--- config.mk ---
export PLATFORM = sky130hd
export DESIGN_NAME = cvxif_issue_arbiter
export DESIGN_NICKNAME = d
export VERILOG_FILES = /design/src/rtl/cvxif_issue_arbiter.sv
export SDC_FILE = /design/constraint.sdc
export NUM_CORES = 1
export LEC_CHECK = 0
export ABC_AREA = 1
export CORE_MARGIN = 2
export CORE_UTILIZATION = 27
export DETAILED_ROUTE_END_ITERATION = 10
export PLACE_DENSITY = 0.88
export SKIP_LAST_GASP = 1
export SYNTH_ARGS = -nofsm -noshare
export SYNTH_HDL_FRONTEND = slang
export SYNTH_SLANG_ARGS = --single-unit
--- constraint.sdc ---
create_clock -name clk_i -period 1.2 [get_ports clk_i]
set_input_delay 0.18 -clock clk_i [delete_from_list [all_inputs] [get_ports clk_i]]
set_output_delay 0.18 -clock clk_i [all_outputs]
set_load 0.005 [all_outputs]
--- src/rtl/cvxif_issue_arbiter.sv ---
// rtl/cvxif_issue_arbiter.sv - round-robin sharing of one CV-X-IF coprocessor among NrPorts cores
// Issue ids are remapped to slot tags; results are routed back through the slot table.
module cvxif_issue_arbiter #(
  parameter int NrPorts        = 2,
  parameter int IdWidth        = 3,
  parameter int MaxOutstanding = 4,
  parameter int DataWidth      = 64,
  parameter int TagWidth       = $clog2(MaxOutstanding)
) (
  input  logic                       clk_i,
  input  logic                       rst_ni,
  input  logic [NrPorts-1:0]         req_valid_i,
  input  logic [NrPorts*32-1:0]      req_instr_i,
  input  logic [NrPorts*IdWidth-1:0] req_id_i,
  output logic [NrPorts-1:0]         req_ready_o,
  output logic [NrPorts-1:0]         req_accept_o,
  output logic                       cop_valid_o,
  output logic [31:0]                cop_instr_o,
  output logic [TagWidth-1:0]        cop_id_o,
  input  logic                       cop_ready_i,
  input  logic                       cop_accept_i,
  input  logic                       cop_res_valid_i,
  input  logic [TagWidth-1:0]        cop_res_id_i,
  input  logic [DataWidth-1:0]       cop_res_data_i,
  output logic                       cop_res_ready_o,
  output logic [NrPorts-1:0]         res_valid_o,
  output logic [IdWidth-1:0]         res_id_o,
  output logic [DataWidth-1:0]       res_data_o,
  input  logic [NrPorts-1:0]         res_ready_i,
  output logic                       err_o
);

  localparam int PortWidth = $clog2(NrPorts);

  typedef enum logic {IDLE, LOCKED} state_e;

  state_e                state_q, state_d;
  logic [PortWidth-1:0]  rr_q, gnt_q, gnt_d;
  logic [TagWidth-1:0]   tag_q, tag_d;
  logic [MaxOutstanding-1:0] slot_used_q;
  logic [PortWidth-1:0]  slot_port_q [MaxOutstanding];
  logic [IdWidth-1:0]    slot_id_q   [MaxOutstanding];
  logic                  err_q;

  logic                  free_found, req_found, alloc, release_slot, res_hit;
  logic [TagWidth-1:0]   free_tag;
  logic [PortWidth-1:0]  pick;
  logic [PortWidth-1:0]  res_port;

  // Descending scans so the last hit is the lowest free slot / first port from rr_q.
  always_comb begin
    free_found = 1'b0;
    free_tag   = '0;
    for (int i = MaxOutstanding - 1; i >= 0; i--) begin
      if (!slot_used_q[i]) begin
        free_found = 1'b1;
        free_tag   = TagWidth'(i);
      end
    end
    req_found = 1'b0;
    pick      = '0;
    for (int i = NrPorts - 1; i >= 0; i--) begin
      if (req_valid_i[(int'(rr_q) + i) % NrPorts]) begin
        req_found = 1'b1;
        pick      = PortWidth'((int'(rr_q) + i) % NrPorts);
      end
    end
  end

  always_comb begin
    state_d      = state_q;
    gnt_d        = gnt_q;
    tag_d        = tag_q;
    alloc        = 1'b0;
    cop_valid_o  = 1'b0;
    cop_instr_o  = '0;
    cop_id_o     = '0;
    req_ready_o  = '0;
    req_accept_o = '0;
    case (state_q)
      IDLE: begin
        if (free_found && req_found) begin
          state_d = LOCKED;
          gnt_d   = pick;
          tag_d   = free_tag;
        end
      end
      LOCKED: begin
        cop_valid_o = 1'b1;
        cop_instr_o = req_instr_i[int'(gnt_q)*32 +: 32];
        cop_id_o    = tag_q;
        if (cop_ready_i) begin
          req_ready_o[gnt_q]  = 1'b1;
          req_accept_o[gnt_q] = cop_accept_i;
          alloc               = cop_accept_i;
          state_d             = IDLE;
        end
      end
      default: state_d = IDLE;
    endcase
  end

  // Unallocated tags are swallowed: ready follows valid so the coprocessor never stalls on them.
  assign res_hit  = slot_used_q[cop_res_id_i];
  assign res_port = slot_port_q[cop_res_id_i];

  always_comb begin
    res_valid_o     = '0;
    res_id_o        = '0;
    res_data_o      = '0;
    cop_res_ready_o = cop_res_valid_i;
    release_slot    = 1'b0;
    if (res_hit) begin
      res_valid_o[res_port] = cop_res_valid_i;
      res_id_o              = slot_id_q[cop_res_id_i];
      res_data_o            = cop_res_data_i;
      cop_res_ready_o       = res_ready_i[res_port];
      release_slot          = cop_res_valid_i && res_ready_i[res_port];
    end
  end

  assign err_o = err_q;

  always_ff @(posedge clk_i or negedge rst_ni) begin
    if (!rst_ni) begin
      state_q     <= IDLE;
      rr_q        <= '0;
      gnt_q       <= '0;
      tag_q       <= '0;
      slot_used_q <= '0;
      err_q       <= 1'b0;
      for (int i = 0; i < MaxOutstanding; i++) begin
        slot_port_q[i] <= '0;
        slot_id_q[i]   <= '0;
      end
    end else begin
      state_q <= state_d;
      gnt_q   <= gnt_d;
      tag_q   <= tag_d;
      if (state_q == LOCKED && cop_ready_i) begin
        rr_q <= PortWidth'((int'(gnt_q) + 1) % NrPorts);
      end
      if (alloc) begin
        slot_used_q[tag_q] <= 1'b1;
        slot_port_q[tag_q] <= gnt_q;
        slot_id_q[tag_q]   <= req_id_i[int'(gnt_q)*IdWidth +: IdWidth];
      end
      if (release_slot) begin
        slot_used_q[cop_res_id_i] <= 1'b0;
      end
      if (cop_res_valid_i && !res_hit) begin
        err_q <= 1'b1;
      end
    end
  end

  // A result cannot target the slot whose issue handshake is completing this cycle.
  a_no_res_on_issuing_tag: assert property (@(posedge clk_i) disable iff (!rst_ni)
    !(state_q == LOCKED && cop_ready_i && cop_res_valid_i && cop_res_id_i == tag_q));

endmodule

======== After elaboration in Yosys (flattened, before gate mapping) ========
Cells that the tools add are included.
operators by class
  $add $sub $neg .......................... 2
  multiply operators ...................... 1
  magnitude comparators ................... 13
  shifts and indexed selects .............. 2
  mux-type cells .......................... 60
  bitwise logic cells ..................... 9
  reduce and logical (&&, ||, !) cells .... 11
operators by type and width
  kind                count
  $mux 64             1
  $shiftx 64x7->32    1
  $mux 32             1
  $mux 1              30
  $mux 2              10
  $bwmux 12           1
  $mux 3              4
  $logic_and 1x1->1   9
  $lt 2x3->1 const B  3
  $mux 4              2
  $bmux 3 s2          1
  $demux 1 s2         3
  $demux 3 s2         1
  $ge 3x3->1 const B  2
  $lt 1x2->1 const B  3
  $not 2->3           2
  $shiftx 6x4->3      1
  $and 2x2->2         2
  $and 4x4->4         1
  $bmux 1 s2          2
  $bwmux 4            1
  $ge 2x1->1 const B  2
  $not 4->4           1
  $or 4x4->4          1
  10 further kinds    13
word-level totals
  bits in registers ....................... 26
  input bits .............................. 145
  output and inout port bits .............. 110

======== Depth between registers and ports, before layout ========
Gate-level depths: netlist of run 1.
  depth in word-level cells ............... 10
  depth in mapped cells ................... 10
  gate-level depth less buffers ........... 10

======== Worst setup path after synthesis of run 1 ========
OpenSTA, ideal clock, no wires.
  path type ............................... flip-flop to flip-flop
  from .................................... reg state_q
  to ...................................... reg slot_used_q[3]
  data arrival time ....................... 1219 ps
  data required time ...................... 1134 ps
  path slack .............................. -85 ps
  cell stages (with the launch flop) ...... 8
  clock period less this slack ............ 1285 ps
  cells stage by stage .................... dfrtp_1 > buf_2 > nand3_2 > nor2_2 > nor2_1 > nor2_1 > nand4_1 > nand2_1
on the way
  longest elaborated chain between the ends .. 4
RTL lines
  item                           RTL line  source
  start, declared                37        state_e state_q, state_d;
  start signal, assigned         137       state_q <= state_d;
  $mux 1 (*)                     80        case (state_q)
  $mux 4 (*)                     143       if (alloc) begin
  $and 4x4->4 (no line)          n/a
  $mux 4 (*)                     148       if (release_slot) begin
  end signal, assigned           130       slot_used_q <= '0;
  end signal, assigned by index  144       slot_used_q[tag_q] <= 1'b1;
  end signal, assigned by index  149       slot_used_q[cop_res_id_i] <= 1'b0;
  end, declared                  40        logic [MaxOutstanding-1:0] slot_used_q;
Every way passes the cells marked *; elsewhere a longest branch is shown, timed or not.
A chain may end at the register's enable or synchronous reset.

======== Worst setup path in the final report of run 1 ========
  from .................................... reg slot_used_q[3]
  to ...................................... out res_data_o[15]
on the way
  longest elaborated chain between the ends .. 3
RTL lines
  item                          RTL line  source
  $bmux 1 s2                    104       assign res_hit = slot_used_q[cop_res_id_i];
  $mux 1 (implied by the code)  104
  $mux 64                       113       if (res_hit) begin
  end, declared                 28        output logic [DataWidth-1:0] res_data_o,
No other way between the ends. The select of a mux whose other input is x is not followed.

==> results of run 1 <==
==> metrics by stage <==
stage               setup slack [ps]  instance area [sq um]  hold WS, ps  utilization [%]  TNS [ps]
global placement               -1050                   5480          450             59.9    -91090
detailed placement             -1100                   5480          486             59.9    -96000
CTS                             -770                   6280          255             68.7    -73390
finish                          -624                   6970          246             76.1    -58290
global route                    -688                   6970          272             76.1    -66160
floorplan                      -66.0                   2550         -116                -     -1320
==> state kept, by name, summed over array words and instances, names as in the netlist <==
| register | flops |
|---|---|
| gnt_q | 1 |
| slot_id_q | 12 |
| state_q | 1 |
| rr_q | 1 |
| slot_used_q | 4 |
| err_o | 1 |
| tag_q | 2 |
| slot_port_q | 4 |
==> routing by layer <==
| metal | global-route usage [%] | vias to the layer above |
|---|---|---|
| li1 | - | 1965 |
| met1 | 26.8 | 2047 |
| met2 | 46.3 | 240 |
| met3 | 4.79 | 68 |
| met4 | 7.17 | 0 |
| met5 | 0 | - |
==> power groups by stage <==
| stage | logic (mW) | clock network, mW | registers (mW) |
|---|---|---|---|
| floorplan | 2.89 | 0 | 1.50 |
| global placement | 6.22 | 0 | 1.53 |
| detailed placement | 6.43 | 0 | 1.56 |
| CTS | 9.05 | 0.737 | 1.56 |
| global route | 11.8 | 0.793 | 1.72 |
| finish | 11.2 | 0.742 | 1.70 |
==> Yosys cell counts, drive strengths merged <==
| cell | count |
|---|---|
| a22oi | 3 |
| nand3 | 4 |
| o22ai | 1 |
| inv | 83 |
| a31oi | 15 |
| dfrtp | 26 |
| clkbuf | 10 |
| o21ai | 37 |
| nor2 | 168 |
| nand4 | 4 |
| nand2 | 53 |
| o211ai | 1 |
| a21oi | 6 |
| clkinv | 2 |
| buf | 9 |
| nor3 | 1 |
==> worst register-to-register path, stage by stage (launching register included) <==
cell     delay, ps
dfrtp_2        410
buf_6          150
buf_16         120
nand3_4        110
buf_8          180
nor2_4         150
buf_6          170
nor2_2          40
a31oi_1        200
==> cells by family after synthesis <==
| family | count (synthesis) | synth area share, % |
|---|---|---|
| simple gates | 230 | 42.7 |
| buf+inv | 104 | 17.7 |
| compound gates | 63 | 13.7 |
| flops | 26 | 25.9 |
==> final cells by class <==
type / count / share of cell area (%)
multi-input combinational: 293 / 29.7
sequential: 26 / 9.37
inverter: 85 / 5.04
clock inverter: 1 / 0.431
clock buffer: 3 / 0.592
tap: 111 / 1.99
timing repair buffer: 359 / 52.9
==> worst min path at each step <==
stage / slack [ps] / to / start
floorplan: -120 / err_o / rst_ni
global placement: 450 / err_o / err_o
global route: 270 / slot_id_q[3] / rst_ni
finish: 250 / slot_id_q[3] / rst_ni
CTS: 250 / rr_q / rst_ni
detailed placement: 490 / rr_q / rr_q
==> repair_timing <==
item                                    4_1_cts  5_1_grt
endpoints found under the setup margin      134      135
hold buffers                                  0        0
buffers inserted                             34       29
pin swaps                                    28       62
resized for setup                           291      317
gates cloned                                 12        7
==> cell usage in the layout (no fill, tap or decap), drive strengths merged <==
cell type / count
o22ai: 1
dfrtp: 26
clkinv: 3
inv: 82
clkbuf: 38
o211ai: 1
clkdlybuf4s50: 142
nor2: 168
dlymetal6s2s: 20
o21ai: 37
nand3: 4
dlygate4sd2: 2
a22oi: 3
nor3: 1
nand4: 4
nand2: 53
a21oi: 6
bufinv: 1
a31oi: 15
buf: 160
==> summary.md, run 1 <==
| Metric | Value |
|---|---|
| Synth area leader | `dfrtp_1` |
| WP data required | `1020 ps` |
| Worst skew pair latency | `between 200 and 300 ps` |
| Non-Filler Instances | `878` |
| Mean Syn Cell Area | `5.95 sq um` |
| Drt pass-1 iters | `4` |
| Global-route wire length before repair | `~20000 microns` |
| Final worst slack | `-624 ps` |
| Cell internal pwr | `7.90 mW` |
| Max-slew headroom | `between 70% and 80%` |
| Layout Area Growth over Synthesis | `177%` |
| Period minus WS final | `1820 ps` |
| Cell Rows | `35` |
| Failing checks | `setup timing` |
| CTS sink count | `26` |
| Seq pwr share | `12.4%` |
| CP bufs+invs | `5` |
| Starting density of the core | `about 27%` |
| Clk pin slew, worst setup/hold paths | `100 ps` |
| Final net count | `913` |
| Max_cap viols | `0` |
| Synth area leaders | `dfrtp_1, nor2_1, inv_1, nor2_4, o21ai_0` |
| Critical Path Start | `slot_used_q[3]` |
| Hold Vio Cnt, Final | `0` |
| Max Used Layer | `met4` |
| Net switching power figure | `between 5 and 6 mW` |
| CTS max path bufs | `2` |
| Status | `finished, violations left` |
| Wl on met1 | `5270 microns` |
| Flops & latches, synth | `26` |
| Initial antenna violation count | `0` |
| Peak Freq | `548 MHz` |
| Diode count | `0` |
| CP endpoint | `res_data_o[15]` |
| Clock Root Buffer | `clkbuf_8` |
| GR Util All Layers | `24.2%` |
| Comb pwr share | `82.2%` |
| Dpl cells | `between 800 and 900` |
| Die area | `10100 sq um` |
| LEAKAGE | `3.63 nW` |
| Vias/cell | `4.92` |
| Wire length on met2 | `8580 microns` |
| Antenna Nets Post-Route | `0` |
| Crit path max-delay family | `buffers and inverters` |
| Type of the worst setup path | `reg2out` |
| RSZ-0062 raised after global routing | `true` |
| Max Slew Vio Count | `0` |
| GP Congestion | `0.875` |
| Vias in the first global route | `3996` |
| CP endpoint kind | `output port` |
| WL per Instance | `17.9 microns` |
| Pwr per Cell Area | `around 2000 nW/um^2` |
| Die width | `101 microns` |
| PortBufs | `254` |
| Setup Viol. Count Final | `~130` |
| Depth of the most critical reg-to-reg path | `8` |
| Max incr delay on CP | `400 ps` |
| Critical Path AT | `between 1500 and 2000 ps` |
| Reg-to-Reg Start | `state_q` |
| Ratio of cells with drive above 1 in the final layout | `a little under half` |
| Startpoint types | `flop` |
| Detail Placement HPWL | `8610 microns` |
| WL met3 | `1110 microns` |
| # IOs | `between 200 and 300` |
| Peak VDD IR | `1.17 mV` |
| Final Skew | `around 9.4 ps` |
| CTS HTree Levels | `1` |
| Clk pwr share | `5.4%` |
| Die Span Y | `101 microns` |
| DR iter-0 viols | `300` |
| Warnings from Yosys | `0` |
| CP Max Fanout | `5` |
| Top cell type's share of synthesized area | `about a quarter` |
| Worst hold path class | `in2async` |
| Final WL | `15700 microns` |
| Final period util | `152%` |
| CP max stage cell | `dfrtp_1` |
| Sw frac | `42.3%` |
| Pin count of the biggest net entering global routing | `27` |
| Cell count after synthesis | `423` |
| Core Box Area | `around 9000 sq um` |
| # fillers | `572` |
| Routed via count | `4320` |
| DRC viols | `0` |
| CP Depth | `10` |
| Worst R2R End | `slot_id_q[3]` |
| Netlist cell types | `24` |
| Num CTS Buffers | `3` |
| Post-synthesis sequential area ratio | `25.9%` |
| Cell area after synthesis | `2510 sq um` |
| Crit-path cells | `nand2_2 -> nand2_2 -> nor2_4 -> nand2_4 -> clkinv_8 -> buf_12 -> buf_6 -> buf_6 -> nor2_1 -> clkbuf_2` |
| Area used by multi-input combinational logic | `2070 sq um` |
| Total power | `13.7 mW` |
| Reg area | `653 sq um` |
| TritonCTS clock tree | `built` |
| Worst-margin pin slew | `347 ps` |
| Remaining Overflow, GRT | `0` |
| Reg2Reg Setup Slack | `-420 ps` |
| Net Count, Synth | `568` |
Note: power is estimated with default switching activity, not from simulation.
==> run 2, diff against run 1 <==
Settings changed: CELL_PAD_IN_SITES_DETAIL_PLACEMENT set to 0, CELL_PAD_IN_SITES_GLOBAL_PLACEMENT set to 2, CORE_MARGIN 2 to not set, CORE_UTILIZATION 27 to 11, PLACE_DENSITY 0.88 to 0.85.
==> run 2 against run 1 <==
Effect of this change:
- the run still ends with setup timing left
- critical path depth is the same
- sequential cell count did not move
- non-clock buffer count grew 24
- critical path type unchanged
- critical endpoint is now res_data_o[46]
- largest cell class unchanged
==> summary.md, run 2 (synthesis results as in run 1) <==
| Metric | Value |
|---|---|
| Final period util | `151%` |
| DRC viols | `0` |
| Max Slew Vio Count | `0` |
| Regs by FF count | `slot_id_q (12), slot_port_q (4), slot_used_q (4)` |
| Max reg flops | `12` |
| Die area | `23500 sq um` |
| WL per Instance | `13.8 microns` |
| Final worst slack | `-617 ps` |
| Drt pass-1 iters | `4` |
| GR Util All Layers | `about an eighth` |
| Vias/cell | `3.81` |
| CTS max path bufs | `2` |
| Reg area | `653 sq um` |
| CP endpoint kind | `output port` |
| Clock Root Buffer | `clkbuf_16` |
| Commonest cells after routing, fill and taps aside | `clkdlybuf4s50_1, buf_2, inv_1, nor2_1, nor2_4` |
| Setup Viol. Count Final | `133` |
| Startpoint types | `flop` |
| Design Area, Final | `7090 sq um` |
| CTS sink count | `26` |
| Failing checks | `setup timing` |
| Core Box Area | `22100 sq um` |
| Worst skew pair latency | `260 ps` |
| Type of the worst setup path | `reg2out` |
| Final WL | `14800 microns` |
| Vias in the first global route | `between 4000 and 5000` |
| CP Max Fanout | `6` |
| Antenna Nets Post-Route | `0` |
| CTS HTree Levels | `1` |
| Depth of the most critical reg-to-reg path | `10` |
| Detail Placement HPWL | `roughly 11000 microns` |
| Max_cap viols | `0` |
| Area after DPL | `5810 sq um` |
| Final Skew | `approximately 9.8 ps` |
| CP max stage cell | `dfrtp_1` |
| Largest reg by FF count | `slot_id_q` |
| Period minus WS final | `approximately 1800 ps` |
| Non-Filler Instances | `around 1100` |
| Die Span Y | `roughly 150 microns` |
| Cell Rows | `54` |
| Worst R2R End | `tag_q[1]` |
| Pwr per Cell Area | `~1900 nW/um^2` |
| Critical Path AT | `approximately 1600 ps` |
| Final Util | `around 32%` |
| Starting density of the core | `11.4%` |
| Global-route wire length before repair | `approximately 22000 microns` |
| WP data required | `a little over 1000 ps` |
| Routed via count | `4086` |
| GP Congestion | `~0.73` |
| # fillers | `2346` |
| Reg-to-Reg Start | `state_q` |
| TritonCTS clock tree | `built` |
| Initial antenna violation count | `2` |
| Remaining Overflow, GRT | `0` |
| Commonest non-fill, non-tap cell in the layout | `clkdlybuf4s50_1` |
| Max-slew headroom | `72.5%` |
| Status | `finished, violations left` |
| DR iter-0 viols | `72` |
| Dpl cells | `989` |
| Peak VDD IR | `1.14 mV` |
| LEAKAGE | `3.40 nW` |
| Max incr delay on CP | `380 ps` |
| Final net count | `938` |
| Worst path most repeated cell | `nor2_4` |
| Crit-path cells | `inv_2 -> nor2_4 -> nor2_4 -> nand2_4 -> clkinv_8 -> buf_12 -> buf_16 -> buf_12 -> nor2_4 -> buf_2` |
| Reg2Reg Setup Slack | `-280 ps` |
| Num CTS Buffers | `3` |
| PortBufs | `254` |
| Area used by multi-input combinational logic | `2060 sq um` |
| Diode count | `0` |
| Layout Area Growth over Synthesis | `182%` |
| Total power | `13.2 mW` |
| RSZ-0062 raised after global routing | `true` |
| Worst hold path class | `in2async` |
| Clk pin slew, worst setup/hold paths | `70 ps` |
| # IOs | `255` |
| Peak Freq | `550 MHz` |
| Pin count of the biggest net entering global routing | `27` |
| Ratio of cells with drive above 1 in the final layout | `51.3%` |
| Critical Path Start | `slot_used_q[1]` |
| CP endpoint | `res_data_o[46]` |
| Worst hold margin | `265 ps` |
| Die width | `153 microns` |
| Hold Vio Cnt, Final | `0` |
| Worst-margin pin slew | `roughly 410 ps` |
==> run 2: layer usage <==
| layer | vias up | part of all wire [%] | track usage [%] |
|---|---|---|---|
| li1 | 2009 | - | - |
| met1 | 1835 | 35 | 11.2 |
| met2 | 228 | 54 | 24.4 |
| met3 | 10 | 10 | 4.14 |
| met4 | 4 | 1.3 | 3.22 |
| met5 | - | 0.18 | 0 |
==> run 2: worst min-delay path by stage <==
stage                       from             end
after global routing      rst_ni  slot_used_q[2]
final                     rst_ni  slot_used_q[2]
after global placement     err_o           err_o
after detailed placement   err_o           err_o
after floorplan           rst_ni           err_o
after CTS                 rst_ni  slot_used_q[2]
==> run 2: layout make-up <==
class                           count  area share, %
Clock buffer                        3           1.06
Clock inverter                      1          0.424
Inverter                           85           4.92
Multi-Input combinational cell    293           29.1
Sequential cell                    26           9.21
Tap cell                          280           4.94
Timing Repair Buffer              383           50.1
Timing Repair inverter              1          0.229
==> run 2: report_power, final <==
part / internal (mW) / total [mW] / switching [mW] / leakage (nW)
Sequential: 1.29 / 1.66 / 0.365 / 0.306
Combinational: 5.89 / 10.5 / 4.62 / 3.05
Clock: 0.664 / 0.990 / 0.325 / 0.0511
==> run 2: stage by stage <==
step	setup slack [ps]	setup TNS (ps)
after floorplan	-66.0	-1320
after CTS	-640	-56920
final	-617	-52780
after global placement	-1290	-105670
after global routing	-684	-60280
after detailed placement	-1290	-104890
==> run 2: worst max-delay path, delay by kind of cell, from the launching register on <==
kind                   cells  cell delay (ps)
flip-flops                 1              380
AND/OR/NAND/NOR            4              320
buffers and inverters      6              670
==> run 2: repair_timing <==
action	CTS	global route
setup buffers	61	24
setup endpoints to repair	134	134
gates resized for setup	541	179
pin swaps	45	49
hold buffers	0	0
gates cloned	7	1
==> run 3, diff against run 2 <==
Settings changed: ABC_CLOCK_PERIOD_IN_PS set to 1200.
==> results of run 3 <==
Same layout as run 2: the final DEF is identical, and so are final timing and power.
==> RTL change (flow settings as in run 2) <==
Change the parameter `NrPorts` from 2 to 4.
--- a/src/rtl/cvxif_issue_arbiter.sv
+++ b/src/rtl/cvxif_issue_arbiter.sv
@@ -3,3 +3,3 @@
 module cvxif_issue_arbiter #(
-  parameter int NrPorts        = 2,
+  parameter int NrPorts        = 4,
   parameter int IdWidth        = 3,
Ports: changed (7 resized); port bits go from 255 to 335. The function was not compared with the original's and may differ.
==> RTL change against run 2 <==
The run still ends with negative setup slack left. Sequential cell count grew 6. Total power is 41% higher. Count of clock-buffer cells in the layout is 5 higher. Worst setup slack got worse by 0.056 ns. Wire length up 45%. Area after synthesis up 41%. Worst hold slack worse by 0.092 ns. Final area grew 37%.
==> RTL change: results (changes against run 2) <==
H-Tree Level Count=2 (+1); CTS clk-pin slew, worst paths=0.06 ns; Placer Congestion=0.791 (+8.9%); R2R depth=8 (-2); synth top area cells=nor2_1, dfrtp_1, o21ai_0; Top FF cell, synth=dfrtp_1; first-pass GRT wire length=31800 µm (+45%); Fill cells=3415 (+46%); synth unique cells=25 (+4.2%); peak supply drop=0.867 mV (-24%); YS warnings=0 (unchanged); share of cells above drive strength 1=43.1% (-8.1 points); sequential-to-total area share from yosys stat=22.5% (-3.3 points); Largest regs=slot_id_q (12), slot_port_q (8), slot_used_q (4); mux share of post-synthesis cell area=0% (unchanged); setup ws final=-0.673 ns (-0.0561 ns); Pre-antenna DRT Iters=4 (unchanged); failing checks=negative setup slack; 1st-iter DRT viols=95 (+32%); Final setup violation count=144 (+8.3%); slew of the pin with the lowest slew margin=0.339 ns (-0.0696 ns); largest fanout on the critical path=7 (+1); largest net degree at the start of global routing=34 (+26%); initial antenna violation count=0 (-2); leakage=4.50 nW (+32%); Reg2Reg Setup Slack=-0.47 ns (-0.19 ns); Fin Clk Skew=0.00661 ns (-0.00318 ns); vias in the first global route=5963 (+43%); Post-synth top cells=nor2_1, nand2_1, inv_1, o21ai_0, a21oi_1; nets@finish=1358 (+45%); status=finished, violations left; Compound-Gate Fraction of Synth Area=20.0% (+6.3 points); Post-Syn Nets=901 (+59%); drt total wl=21500 µm (+45%); port bufs=334 (+31%); placed inst area=8130 µm² (+40%); Int Pwr=10.3 mW (+32%); WP data arrival=1.69 ns (+0.05 ns); Final HPWL DP=15600 µm (+42%); setup TNS=-73.04 ns (-20.26 ns); FF-to-FF End=slot_id_q[9]$_DFFE_PN0P_; Root Buffer=clkbuf_16; Vias/cell=3.88 (+1.9%); GRT Total Usage=12.3% (+0.23 points); Post-Synth Adder-Cell Area=1.41% (+1.4 points); worst r2r src=gnt_q[0]$_DFFE_PN0P_; total CTS buffers=5 (+2)
==> RTL change: cell families after synthesis <==
logic type               after synthesis
adder cells (fa/ha/maj)                4
buffers and inverters                140
AO/OA/AOI/OAI                        137
AND/OR/NAND/NOR                      365
flip-flops                            32
==> RTL change: area by class of cell <==
| class | instances | area share, % |
|---|---|---|
| sequential | 32 | 8.33 |
| timing repair inverter | 4 | 0.245 |
| clock buffer | 8 | 1.51 |
| inverter | 105 | 4.73 |
| multi-input combinational | 506 | 32.5 |
| timing repair buffer | 481 | 47.5 |
| tap | 402 | 5.19 |
==> RTL change: how the worst max path moves through the flow <==
stage / startpoint / endpoint / slack (ns)
4_1_cts: gnt_q[0]$_DFFE_PN0P_ / cop_instr_o[0] / -0.69
3_3_place_gp: cop_res_id_i[0] / res_valid_o[3] / -1.19
5_1_grt: gnt_q[0]$_DFFE_PN0P_ / cop_instr_o[5] / -0.74
6_report: slot_used_q[0]$_DFF_PN0_ / res_data_o[45] / -0.67
2_1_floorplan: gnt_q[0]$_DFFE_PN0P_ / req_accept_o[2] / -0.21
3_5_place_dp: cop_res_id_i[1] / res_data_o[50] / -1.18
==> RTL change: power groups by stage <==
stage	clock network [mW]	registers (mW)	logic [mW]
2_1_floorplan	0	1.83	5.25
3_3_place_gp	0	1.89	11.3
3_5_place_dp	0	1.88	11.3
4_1_cts	1.31	1.91	14.1
5_1_grt	1.35	2.02	16.8
6_report	1.27	1.97	15.4
==> RTL change: metrics by stage <==
step | utilization, % | setup WS, ns | cells | hold WS [ns] | total power, mW
after floorplan | - | -0.212 | 678 | -0.116 | 7.08
after global placement | 25.7 | -1.19 | 1463 | 0.451 | 13.2
after detailed placement | 25.7 | -1.18 | 1463 | 0.465 | 13.2
after CTS | 28.9 | -0.694 | 1521 | 0.170 | 17.3
after global routing | 30.7 | -0.740 | 1538 | 0.189 | 20.1
final | 30.7 | -0.673 | 1538 | 0.173 | 18.6
==> RTL change: metal layers <==
metal / vias to the layer above / wire length, µm / track usage [%] / part of all wire (%)
li1: 3003 / - / - / -
met1: 2650 / 8040 / 12.9 / 37
met2: 297 / 11100 / 23.9 / 52
met3: 24 / 1860 / 3.43 / 8.6
met4: 0 / 438 / 2.81 / 2.0
met5: - / 0 / 0 / 0
==> RTL change: timing repair <==
item	in CTS	in global routing
gates cloned	13	3
buffers inserted	38	21
setup endpoints to repair	147	147
resized for setup	681	178
pin swaps	84	61
==> RTL change: worst max-delay path: stages (launching register included) <==
cell and delay [ns]:
dfrtp_1 0.39, inv_2 0.10, nor3_4 0.05, nor3_4 0.22, buf_6 0.15, buf_12 0.12
buf_6 0.11, buf_12 0.13, nor2_2 0.03, buf_2 0.12
